$ cat src/rtl/pipe_issue_unit.sv
// pipe_issue_unit
//   Instruction issue front-end for the 4-stage register/ALU/memory pipeline.
//   Holds a small program, issues at most one instruction per clock, inserts
//   bubbles on read-after-write hazards and pulses done once the last
//   instruction has retired.
// Ports:
//   clk1, rst                 clock, async active-high reset
//   load_en/load_addr/data    program one slot (IDLE only)
//   prog_len, start           run slots 0..prog_len-1 (IDLE only)
//   rs1/rs2/rd/func/addr      registered instruction fields to the pipeline
//   issue_valid               fields carry a real instruction this cycle
//   busy, done                run status; done is a one-cycle pulse
//   stall_cnt                 bubbles in the current run, saturating
module pipe_issue_unit #(
  parameter int IMEM_DEPTH = 16,
  parameter int LAT        = 3
) (
  input  logic                          clk1,
  input  logic                          rst,
  input  logic                          load_en,
  input  logic [$clog2(IMEM_DEPTH)-1:0] load_addr,
  input  logic [23:0]                   load_data,
  input  logic [$clog2(IMEM_DEPTH):0]   prog_len,
  input  logic                          start,
  output logic [3:0]                    rs1,
  output logic [3:0]                    rs2,
  output logic [3:0]                    rd,
  output logic [3:0]                    func,
  output logic [7:0]                    addr,
  output logic                          issue_valid,
  output logic                          busy,
  output logic                          done,
  output logic [7:0]                    stall_cnt
);

  localparam int AW   = $clog2(IMEM_DEPTH);
  localparam int LW   = AW + 1;
  // At least one entry so the arrays stay legal when LAT == 1.
  localparam int SB_N = (LAT > 1) ? LAT - 1 : 1;

  typedef enum logic [1:0] {S_IDLE, S_RUN, S_DRAIN} state_t;

  logic [23:0] imem [IMEM_DEPTH];

  state_t               state_q, state_d;
  logic [AW-1:0]        pc_q, pc_d;
  logic [LW-1:0]        len_q, len_d;
  logic [1:0]           drain_q, drain_d;
  logic [SB_N-1:0]      sb_v_q, sb_v_d;
  logic [SB_N-1:0][3:0] sb_rd_q, sb_rd_d;
  logic [23:0]          fields_q, fields_d;
  logic                 issue_valid_q, issue_valid_d;
  logic                 busy_q, busy_d;
  logic                 done_q, done_d;
  logic [7:0]           stall_cnt_q, stall_cnt_d;

  logic [23:0]   cur;
  logic          hazard;
  logic          last_slot;
  logic [LW-1:0] len_clamped;

  // Program memory is deliberately not reset so a program survives rst.
  always_ff @(posedge clk1) begin
    if (load_en && state_q == S_IDLE) imem[load_addr] <= load_data;
  end

  always_comb begin
    cur         = imem[pc_q];
    len_clamped = (prog_len > LW'(IMEM_DEPTH)) ? LW'(IMEM_DEPTH) : prog_len;
    last_slot   = ({1'b0, pc_q} == len_q - LW'(1));

    hazard = 1'b0;
    if (LAT > 1) begin
      for (int unsigned i = 0; i < SB_N; i++) begin
        if (sb_v_q[i] && (sb_rd_q[i] == cur[23:20] || sb_rd_q[i] == cur[19:16]))
          hazard = 1'b1;
      end
    end

    state_d       = state_q;
    pc_d          = pc_q;
    len_d         = len_q;
    drain_d       = drain_q;
    sb_v_d        = sb_v_q;
    sb_rd_d       = sb_rd_q;
    fields_d      = fields_q;
    issue_valid_d = 1'b0;
    done_d        = 1'b0;
    stall_cnt_d   = stall_cnt_q;

    case (state_q)
      S_IDLE: begin
        if (start) begin
          if (len_clamped == '0) begin
            done_d = 1'b1;
          end else begin
            state_d     = S_RUN;
            pc_d        = '0;
            len_d       = len_clamped;
            stall_cnt_d = '0;
            sb_v_d      = '0;
          end
        end
      end
      S_RUN: begin
        // Entry 0 records this cycle's decision; a bubble shifts in invalid.
        for (int unsigned i = 1; i < SB_N; i++) begin
          sb_v_d[i]  = sb_v_q[i-1];
          sb_rd_d[i] = sb_rd_q[i-1];
        end
        sb_v_d[0]  = ~hazard;
        sb_rd_d[0] = cur[15:12];
        if (hazard) begin
          if (stall_cnt_q != 8'hFF) stall_cnt_d = stall_cnt_q + 8'd1;
        end else begin
          fields_d      = cur;
          issue_valid_d = 1'b1;
          pc_d          = pc_q + AW'(1);
          if (last_slot) begin
            state_d = S_DRAIN;
            drain_d = 2'd3;
          end
        end
      end
      S_DRAIN: begin
        if (drain_q == 2'd0) begin
          state_d = S_IDLE;
          done_d  = 1'b1;
        end else begin
          drain_d = drain_q - 2'd1;
        end
      end
      default: state_d = S_IDLE;
    endcase

    busy_d = (state_d != S_IDLE);
  end

  always_ff @(posedge clk1 or posedge rst) begin
    if (rst) begin
      state_q       <= S_IDLE;
      pc_q          <= '0;
      len_q         <= '0;
      drain_q       <= '0;
      sb_v_q        <= '0;
      sb_rd_q       <= '0;
      fields_q      <= '0;
      issue_valid_q <= 1'b0;
      busy_q        <= 1'b0;
      done_q        <= 1'b0;
      stall_cnt_q   <= '0;
    end else begin
      state_q       <= state_d;
      pc_q          <= pc_d;
      len_q         <= len_d;
      drain_q       <= drain_d;
      sb_v_q        <= sb_v_d;
      sb_rd_q       <= sb_rd_d;
      fields_q      <= fields_d;
      issue_valid_q <= issue_valid_d;
      busy_q        <= busy_d;
      done_q        <= done_d;
      stall_cnt_q   <= stall_cnt_d;
    end
  end

  assign rs1         = fields_q[23:20];
  assign rs2         = fields_q[19:16];
  assign rd          = fields_q[15:12];
  assign func        = fields_q[11:8];
  assign addr        = fields_q[7:0];
  assign issue_valid = issue_valid_q;
  assign busy        = busy_q;
  assign done        = done_q;
  assign stall_cnt   = stall_cnt_q;

endmodule

$ cat config.mk
export PLATFORM = sky130hd
export DESIGN_NAME = pipe_issue_unit
export DESIGN_NICKNAME = d
export VERILOG_FILES = /design/src/rtl/pipe_issue_unit.sv
export SDC_FILE = /design/constraint.sdc
export NUM_CORES = 1
export LEC_CHECK = 0
export BUFFER_PORTS_ARGS = -buffer_cell sky130_fd_sc_hd__buf_2
export CORE_ASPECT_RATIO = 1.25
export CORE_UTILIZATION = 30
export DETAILED_ROUTE_END_ITERATION = 8
export PLACE_DENSITY = 0.56
export SETUP_SLACK_MARGIN = 0.02
export SYNTH_ARGS = -nofsm -noshare
export SYNTH_HDL_FRONTEND = slang
export SYNTH_SLANG_ARGS = --single-unit
$ cat constraint.sdc
create_clock -name clk1 -period 5.3 [get_ports clk1]
set_input_delay 0.265 -clock clk1 [delete_from_list [all_inputs] [get_ports clk1]]
set_output_delay 0.265 -clock clk1 [all_outputs]
set_load 0.02 [all_outputs]
======== Word-level counts from Yosys, hierarchy flattened ========
Memory sizes are Yosys's and may differ from the RTL's.
Index checks and enable logic that the tools add are counted.
word-level totals
  bits in registers ....................... 58
  RAM bits ................................ 384
  input bits .............................. 37
  output and inout bits ................... 35
  logic and storage cells ................. 85
  memories kept ........................... 1
operators by class
  add/sub/neg operators ................... 4
  $lt $le $gt $ge ......................... 1
  equal/unequal tests ..................... 15
  multiplexer cells ....................... 33
  bitwise logic cells ..................... 2
  reduce and logical (&&, ||, !) cells .... 17
memory list
  name  depth  bits a word  rd ports  clocked after Yosys merged registers in  write ports  line  RTL
  imem  16     24           1         0                                        1            43    logic [23:0] imem [IMEM_DEPTH];
operators with widths
  kind                                                                number
  8-bit two-way mux                                                   4
  2-bit two-way mux                                                   10
  4-bit == test                                                       4
  8-bit one-hot mux with 2 select lines                               1
  2-bit inequality test, second input constant                        7
  4-bit two-way mux                                                   3
  1-bit two-way mux                                                   9
  8-bit by 1-bit adder with 8-bit output, second input constant       1
  8-bit inequality test, second input constant                        1
  2-bit one-hot mux with 2 select lines                               2
  4-bit one-hot mux with 2 select lines                               1
  4-bit AND reduction                                                 2
  2-bit one-hot mux with 3 select lines                               1
  3-bit AND reduction                                                 2
  2-bit nonzero test                                                  3
  4-bit by 5-bit == test with 1-bit output                            1
  5-bit > comparator, second input constant                           1
  5-bit logical NOT                                                   1
  5-bit two-way mux                                                   1
  5-bit AND reduction                                                 1
  5-bit by 1-bit subtractor with 5-bit output, second input constant  1
  4-bit by 1-bit adder with 4-bit output, second input constant       1
  2-bit logical NOT                                                   2
  1-bit logical AND                                                   3
  other kinds (7)                                                     9

======== Depth between registers and ports, before layout ========
Gate-level depths: netlist of the first run.
An unclocked memory read counts as a cell.
  word-level depth ........................ 9
  mapped depth ............................ 13
  mapped depth without buffers ............ 9

======== Least setup slack after synthesis of the first run ========
No wires, ideal clock.
  path kind ............................... register to register
  start ................................... register state_q[1]
  end ..................................... memory imem[0][0], enable pin
  setup time .............................. 435 ps
  data arrival time ....................... 2,742 ps
  slack ................................... 2,122 ps
  stages on the path, launching flop included .. 5
  buffers on the path ..................... 0
  cells stage by stage .................... dfrtp_1 -> nor2_1 -> nand2_1 -> or3_1 -> nor3_1
between the ends
  word-level cells in the longest chain between the ends .. 4
ends and longest elaborated chain
  item                                     line  RTL
  from (decl)                              45    state_t state_q, state_d;
  from (signal assigned)                   153   state_q <= state_d;
  2-bit logical NOT                        64    if (load_en && state_q == S_IDLE) imem[load_addr] <= load_data;
  1-bit logical AND                        64
  1-bit two-way mux                        64
  1-bit two-way mux (not written as such)  64
  to (decl)                                43
Every way passes these cells.

======== Worst setup path in the final report of the first run ========
  start ................................... register pc_q[1]
  end ..................................... register fields_q[4]
between the ends
  word-level cells in the longest chain between the ends .. 8
  elaborated cells on any way between the ends .. 13
  classes of those cells .................. 4 x eq/ne; 2 x mux; 1 x bitwise; 5 x reduce/logical; 1 x memory
ends and longest elaborated chain
  item                                  line  RTL
  from (decl)                           46    logic [AW-1:0] pc_q, pc_d;
  from (signal assigned)                154   pc_q <= pc_d;
  memory read 16 x 24 bit *             n/a
  4-bit == test                         75    if (sb_v_q[i] && (sb_rd_q[i] == cur[23:20] || sb_rd_q[i] == cur[19:16]))
  1-bit logical OR                      75
  1-bit logical AND                     75
  1-bit two-way mux (2 in series)       75
  1-bit NOT (no source line)            n/a
  2-bit AND reduction (no source line)  n/a
  to (signal assigned)                  159   fields_q <= fields_d;
  to (decl)                             51    logic [23:0] fields_q, fields_d;
Mark *: on every way between the ends. The rest lies on a longest branch, timed or not.
A chain may end at the register's enable or synchronous reset.

==> flow_summary.yaml, run 1 <==
timing:
  maxSlewViolCount: 0
  timing.setup.tns_ns: 0
  hold_viol_final: 0
  slew_headroom: 0.2131
  period_share: 0.7466
  period_needed_ns: 3.957
  setup-violations-final: 0
  skew_ns: 0.01868
  rsz0062_at_grt: "false"
  worstMarginPinSlew_ns: 1.178
  timing.fmax_mhz: 252.7
  setup_slack_ns: 1.343
cts:
  cts_hold_buf: 5
  clk_pin_slew_worst_paths_ns: 0.06
  clockBufferDepth: 3
  ctsHtreeMaxLevel: 2
  cts_setup_buffers: 0
  cts_sinks: 442
  worstSkewPairLatency_ns: 0.55
  cts_tree: "done"
  cts-root-buf: "clkbuf_16"
  cts.repair.resized: 0
  cts_buffers: 43
setup_path:
  crit_arrival_ns: 4.38
  reg2reg_from: "pc_q[1]$_DFFE_PP0P_"
  crit_required_ns: 5.73
  crit_start: "pc_q[1]$_DFFE_PP0P_"
  path_max_fanout: 33
  start_kind: "flop"
  critPathKind: "reg -> reg"
  endpoint_kind: "flop"
die:
  dieWidth_um: 218.8
  die-area_sq_um: 59710
  coreArea_sq_um: 57630
  ios: 72
  start_util: 0.3057
  rows: 98
  die-height_um: 273.0
route:
  via_per_inst: 4.814
  wl_um: 40120
  dr.pass1.iters: 4
  drcViolationCount: 0
  wl_per_cell_um: 22.35
  vias: 8641
  drtIter0Drc: 766
  ant_nets: 0
run_status:
  status: "complete, no violations"
synthesis:
  syn_area_sq_um: 17620
  synth_compound_area_frac: 0.03387
  ys.flop_type: "edfxtp_1"
  synthArstFlopShare: 0.1312
  yosys_warnings: 0
  synth_xor_area_frac: 0.01193
  syn_avg_cell_area_sq_um: 19.13
  seq_area_frac_synth: 0.7368
  syn_nets: 962
  synthCells: 921
  synth_fa_ha_area_frac: 0.002841
  synth-simple-area-share: 0.03941
  synth_mux_area_frac: 0.1575
  synth_seq_cells: 442
  synth_top_family_by_area: "multiplexers"
  ys_types: 58
  synth_edf_count: 384
finish:
  synthToLayoutAreaGrowth_pct: 15.25
  final_cells: 1795
  final_layout_size_suffix_gt1_frac: 0.2785
  num_antenna_cells: 0
  nets: 1052
min_path:
  holdCritStartpoint: "prog_len[0]"
  min_path_type: "in -> reg"
grt:
  grt_overflow: 0
  grt_pass1_wl_um: 59570
  grt_pass1_vias: 9033
  antenna_found_initial: 5
  grt_max_degree: 59
  grt_util_all_layers: 0.1355
pwr:
  p_leak_uw: 0.006736
  p_per_area_nw_per_um2: 531.8
  irDropWorstVdd_uv: 447.5
job:
  maxCapViolations: 0
placement:
  portBuffers: 71
  dp_cells: 1711
  dp_hpwl_um: 22720
  dp_slack_ns: 1.277
  gp_congestion: 0.7490
==> path summary, 6_finish.rpt <==
check	endpoint	slack, ns	depth (start not counted)
setup / recovery	fields_q[4]$_DFFE_PP0P_	1.34	11
hold / removal	len_q[0]$_DFFE_PP0P_	0.03	3
setup reg to reg	fields_q[4]$_DFFE_PP0P_	1.34	11
hold reg to reg	fields_q[14]$_DFFE_PP0P_	0.50	1
max in group asynchronous	pc_q[1]$_DFFE_PP0P_	4.12	4
min in group asynchronous	fields_q[9]$_DFFE_PP0P_	0.51	4
==> stage by stage <==
stage                     power (uW)  area [sq um]  hold WS [ns]  utilization
after floorplan                 7099         17620        0.3639            -
after global placement          7961         18890        0.4886       0.3279
after detailed placement        7990         18890        0.4866       0.3279
after CTS                      10960         20310       0.01674       0.3524
after global routing           11370         20310       0.03571       0.3524
final                          10800         20310       0.03391       0.3524
==> logic make-up (layout without fill, tap and decap cells) <==
logic type,count (synthesis),count (layout)
AOI/OAI and AO/OA,95,95
DFF,442,442
and+or+nand+nor,141,141
adders and majority gates,4,4
muxes,156,156
buffers and inverters,59,183
xor gates and xnor gates,24,24
==> placed cells by master (no fill, tap or decap), types with 3 or more instances in the layout <==
master	count
clkbuf_1	12
dfrtp_1	54
mux2i_1	41
dlygate4sd3_1	5
a31oi_1	5
mux4_2	88
nor2b_1	7
a22oi_1	6
and2_1	3
and3_1	3
clkinv_2	7
buf_2	71
clkbuf_8	4
nand3_1	8
a21oi_1	17
mux2_4	9
buf_4	17
a21o_1	4
a211oi_1	3
xnor2_1	15
clkinv_1	5
ha_1	4
nand2_1	47
mux4_1	3
a221oi_1	7
nor2_1	18
nor3_1	8
o21ai_0	33
xor2_1	9
nor3_2	4
edfxtp_1	384
inv_1	10
o21ai_1	5
clkbuf_16	44
o21a_1	3
nand2b_1	11
nor2_4	12
clkinvlp_4	3
mux2_2	15
==> layout make-up <==
class | count | area (sq um)
tap | 750 | 938.4
sequential | 442 | 12990
clock buffer | 60 | 1201
timing repair buffer | 93 | 533.0
multi-input combinational | 420 | 4439
fill | 5365 | 37320
clock inverter | 19 | 161.4
inverter | 11 | 41.29
==> synth_stat cells (15+ instances only) <==
library cell / n / area [sq um]
mux4_2: 88 / 1982
mux2_2: 15 / 168.9
edfxtp_1: 384 / 11530
nand2_1: 47 / 176.4
o21ai_0: 33 / 165.2
mux2i_1: 41 / 410.4
clkbuf_1: 21 / 78.83
a21oi_1: 17 / 85.08
xnor2_1: 15 / 131.4
dfrtp_1: 58 / 1451
nor2_1: 30 / 112.6
==> registers in the layout, summed over array words and instances, names as in the netlist <==
signal       cells
state_q          2
drain_q          2
issue_valid      1
stall_cnt        8
sb_rd_q          8
len_q            5
imem           384
pc_q             4
busy             1
fields_q        24
done             1
sb_v_q           2
==> per-layer routing <==
layer  part of all wire  vias to the layer above  global-route usage
met3              0.047                       58             0.02771
met1               0.42                     4538              0.1695
met2               0.51                      164              0.2384
li1                   -                     3873                   -
met4              0.017                        8             0.03253
met5             0.0014                        -                   0
==> report_power, final <==
group | switching (uW) | internal [uW] | total [uW]
clock | 1280 | 1690 | 2960
combinational | 1750 | 1630 | 3380
sequential | 401 | 4060 | 4460
==> worst max-delay path, cell delays in order (launching register included) <==
cell	delay, ns
dfrtp_4	0.80
buf_4	0.41
mux4_2	0.53
mux2i_1	0.19
mux2_2	0.27
xnor2_1	0.14
nor2_1	0.07
and4_1	0.21
nor4_2	0.21
buf_4	0.23
nand2_4	0.31
mux2_4	0.41
Power figures use the tool's default switching activity.
==> run 2, diff against run 1 <==
- ABC_AREA: unset -> 1
- clock period: 5.3 -> 3.79 ns (I/O delays scaled with it)
==> flow_summary.yaml, run 2 <==
synthesis:
  ys_types: 38
  syn_avg_cell_area_sq_um: 11.64
  synth_seq_cells: 442
  synthDominantCellAreaShare: 0.6422
  synthArstFlopShare: 0.1312
  synth_most_common_cell: "nand2_1"
  ys_top_cells_by_count: "nand2_1, edfxtp_1, nor2_1"
  ys.flop_type: "edfxtp_1"
  synthCells: 1542
  syn_area_sq_um: 17950
  seq_area_frac_synth: 0.7231
  synth_top_cell_by_area: "edfxtp_1"
  yosys-top-cells-area: "edfxtp_1, nand2_1, dfrtp_1, nor2_1, o21ai_0"
  syn_nets: 1583
  yosys_warnings: 0
  synth_edf_count: 384
route:
  via_per_inst: 4.879
  dr.pass1.iters: 7
  drtIter0Drc: 966
  ant_nets: 0
  wl_per_cell_um: 20.03
  vias: 11909
  wl_um: 48900
  drcViolationCount: 6
setup_path:
  rrSetupSlack_ns: 0.51
  slowest_stage: "inv_2"
  crit_arrival_ns: 3.73
  path_cells: "inv_2 -> nor2_1 -> o21ai_1 -> nand3_1 -> nand2_1 -> nand2_1 -> nand2_1 -> nand2_1 -> nor2_1 -> nand2_1 -> nand2_1 -> nand2_1 -> nand3_4 -> buf_4 -> nand2_2 -> nand2_1 -> o21ai_1"
  crit_required_ns: 4.24
  endpoint_kind: "flop"
  critPathKind: "reg -> reg"
  path_max_fanout: 30
  cpPeakStageDelay_ns: 0.61
  start_kind: "flop"
  crit_top_cell: "nand2_1"
finish:
  fillers: 5769
  largest_reg_flops: 384
  top_regs: "imem x384, fields_q x24"
  largest-register: "imem"
  final_cells: 2441
  mostFrequentLayoutCell: "nand2_1"
  final_cell_mix: "nand2_1, edfxtp_1, nor2_1, o21ai_0, nand3_1"
  nets: 1687
  num_antenna_cells: 0
  synthToLayoutAreaGrowth_pct: 18.09
  final_layout_size_suffix_gt1_frac: 0.1271
timing:
  timing.setup.tns_ns: 0
  rsz0062_at_grt: "false"
  timing.fmax_mhz: 304.5
  worstMarginPinSlew_ns: 0.9522
  skew_ns: 0.01762
  setup-violations-final: 0
  hold_viol_final: 0
  period_needed_ns: 3.284
  maxSlewViolCount: 0
  period_share: 0.8666
  slew_headroom: 0.3652
pwr:
  p_switching_uw: 6207
  seqPwrFrac: 0.367
  irDropWorstVdd_uv: 616.3
  p_per_area_nw_per_um2: 765.4
  internal_power_uw: 10020
  pwr-share-clk: 0.284
  p_leak_uw: 0.007862
  switching_share: 0.3825
  p_comb_frac: 0.348
cts:
  cts-root-buf: "clkbuf_16"
  cts_buffers: 46
  clk_pin_slew_worst_paths_ns: 0.06
  cts_tree: "done"
  cts_setup_buffers: 0
  clockBufferDepth: 3
  ctsHtreeMaxLevel: 2
  worstSkewPairLatency_ns: 0.58
  cts_sinks: 442
job:
  maxCapViolations: 0
grt:
  grtUsageMet1: 0.1998
  grt_util_all_layers: 0.1599
  grt-busiest-layer: "met2"
  grt_overflow: 0
  grt_pass1_vias: 11674
  use_met3: 0.02118
  use_met2: 0.2881
  grt_pass1_wl_um: 73490
  antenna_found_initial: 0
  grt_max_degree: 119
die:
  start_util: 0.3058
  die-height_um: 275.5
  dieWidth_um: 220.8
  ios: 72
  die-area_sq_um: 60840
  coreArea_sq_um: 58710
  rows: 99
run_status:
  status: "finished with violations"
  violations: "design-rule violations"
placement:
  gp_congestion: 0.8406
  dp_hpwl_um: 27980
  dp_cells: 2328
  portBuffers: 71
min_path:
  min_path_type: "in -> reg"
## run 2: final cells by class
cell class              instances  area [sq um]  area share
multi-input cells             954          4477      0.2111
flip-flops and latches        442         12990      0.6125
well taps                     757         947.2     0.04467
inverters                      69         262.8     0.01239
clock buffers                  65          1304     0.06149
clock inverters                21         250.2     0.01180
repair buffers                133         975.9     0.04603
## run 2: timing repair
action | 4_1_cts | 5_1_grt
hold buffers | 27 | 0
gates resized for setup | 0 | 0
hold endpoints to repair | 288 | 0
## run 2: layer usage
layer | vias to the layer above | wire length [um]
met5 | - | 0
met4 | 0 | 1063
met3 | 85 | 1982
met2 | 274 | 24770
met1 | 5953 | 21090
li1 | 5597 | -
## run 2: worst max-delay path, delay by kind of cell, from the launching register on
kind            cells  cell delay [ns]
simple gates       13             1.44
compound gates      2             0.17
flops               1             0.58
buf+inv             2             0.96
## run 2: cells by family after synthesis
logic type	after synthesis	share of synthesized area
AOI/OAI and AO/OA	221	0.07136
adders and majority gates	4	0.002788
xor gates and xnor gates	12	0.005854
DFF	442	0.7231
and+or+nand+nor	717	0.1631
buffers and inverters	146	0.03387
## run 2: worst paths after layout
check | start | endpoint | cells past startpoint
max | pc_q[1]$_DFFE_PP0P_ | stall_cnt[2]$_DFFE_PP0P_ | 17
min | load_data[1] | imem[5][1]$_DFFE_PP_ | 1
max reg2reg | pc_q[1]$_DFFE_PP0P_ | stall_cnt[2]$_DFFE_PP0P_ | 17
min reg2reg | fields_q[19]$_DFFE_PP0P_ | fields_q[19]$_DFFE_PP0P_ | 2
max in group asynchronous | rst | pc_q[0]$_DFFE_PP0P_ | 4
min in group asynchronous | rst | done$_DFF_PP0_ | 3
## run 2: stage by stage
step | cell area (sq um) | setup slack, ns | hold slack (ns) | utilization | power (uW)
finish | 21200 | 0.5056 | 0.02057 | 0.3611 | 16230
global route | 21200 | 0.1565 | 0.02434 | 0.3611 | 17170
CTS | 21200 | 0.5126 | 0.003608 | 0.3611 | 16360
detailed placement | 19380 | 0.5294 | 0.4435 | 0.3301 | 11700
global placement | 19380 | 0.6181 | 0.4498 | 0.3301 | 11630
floorplan | 17950 | 1.411 | 0.2884 | - | 9878
## run 2: power groups by stage
stage	Sequential [uW]	Combinational [uW]	Clock [uW]
6_report	5960	5660	4610
5_1_grt	6000	6290	4880
3_3_place_gp	6060	5560	0
4_1_cts	5970	5690	4700
3_5_place_dp	6060	5640	0
2_1_floorplan	6130	3750	0
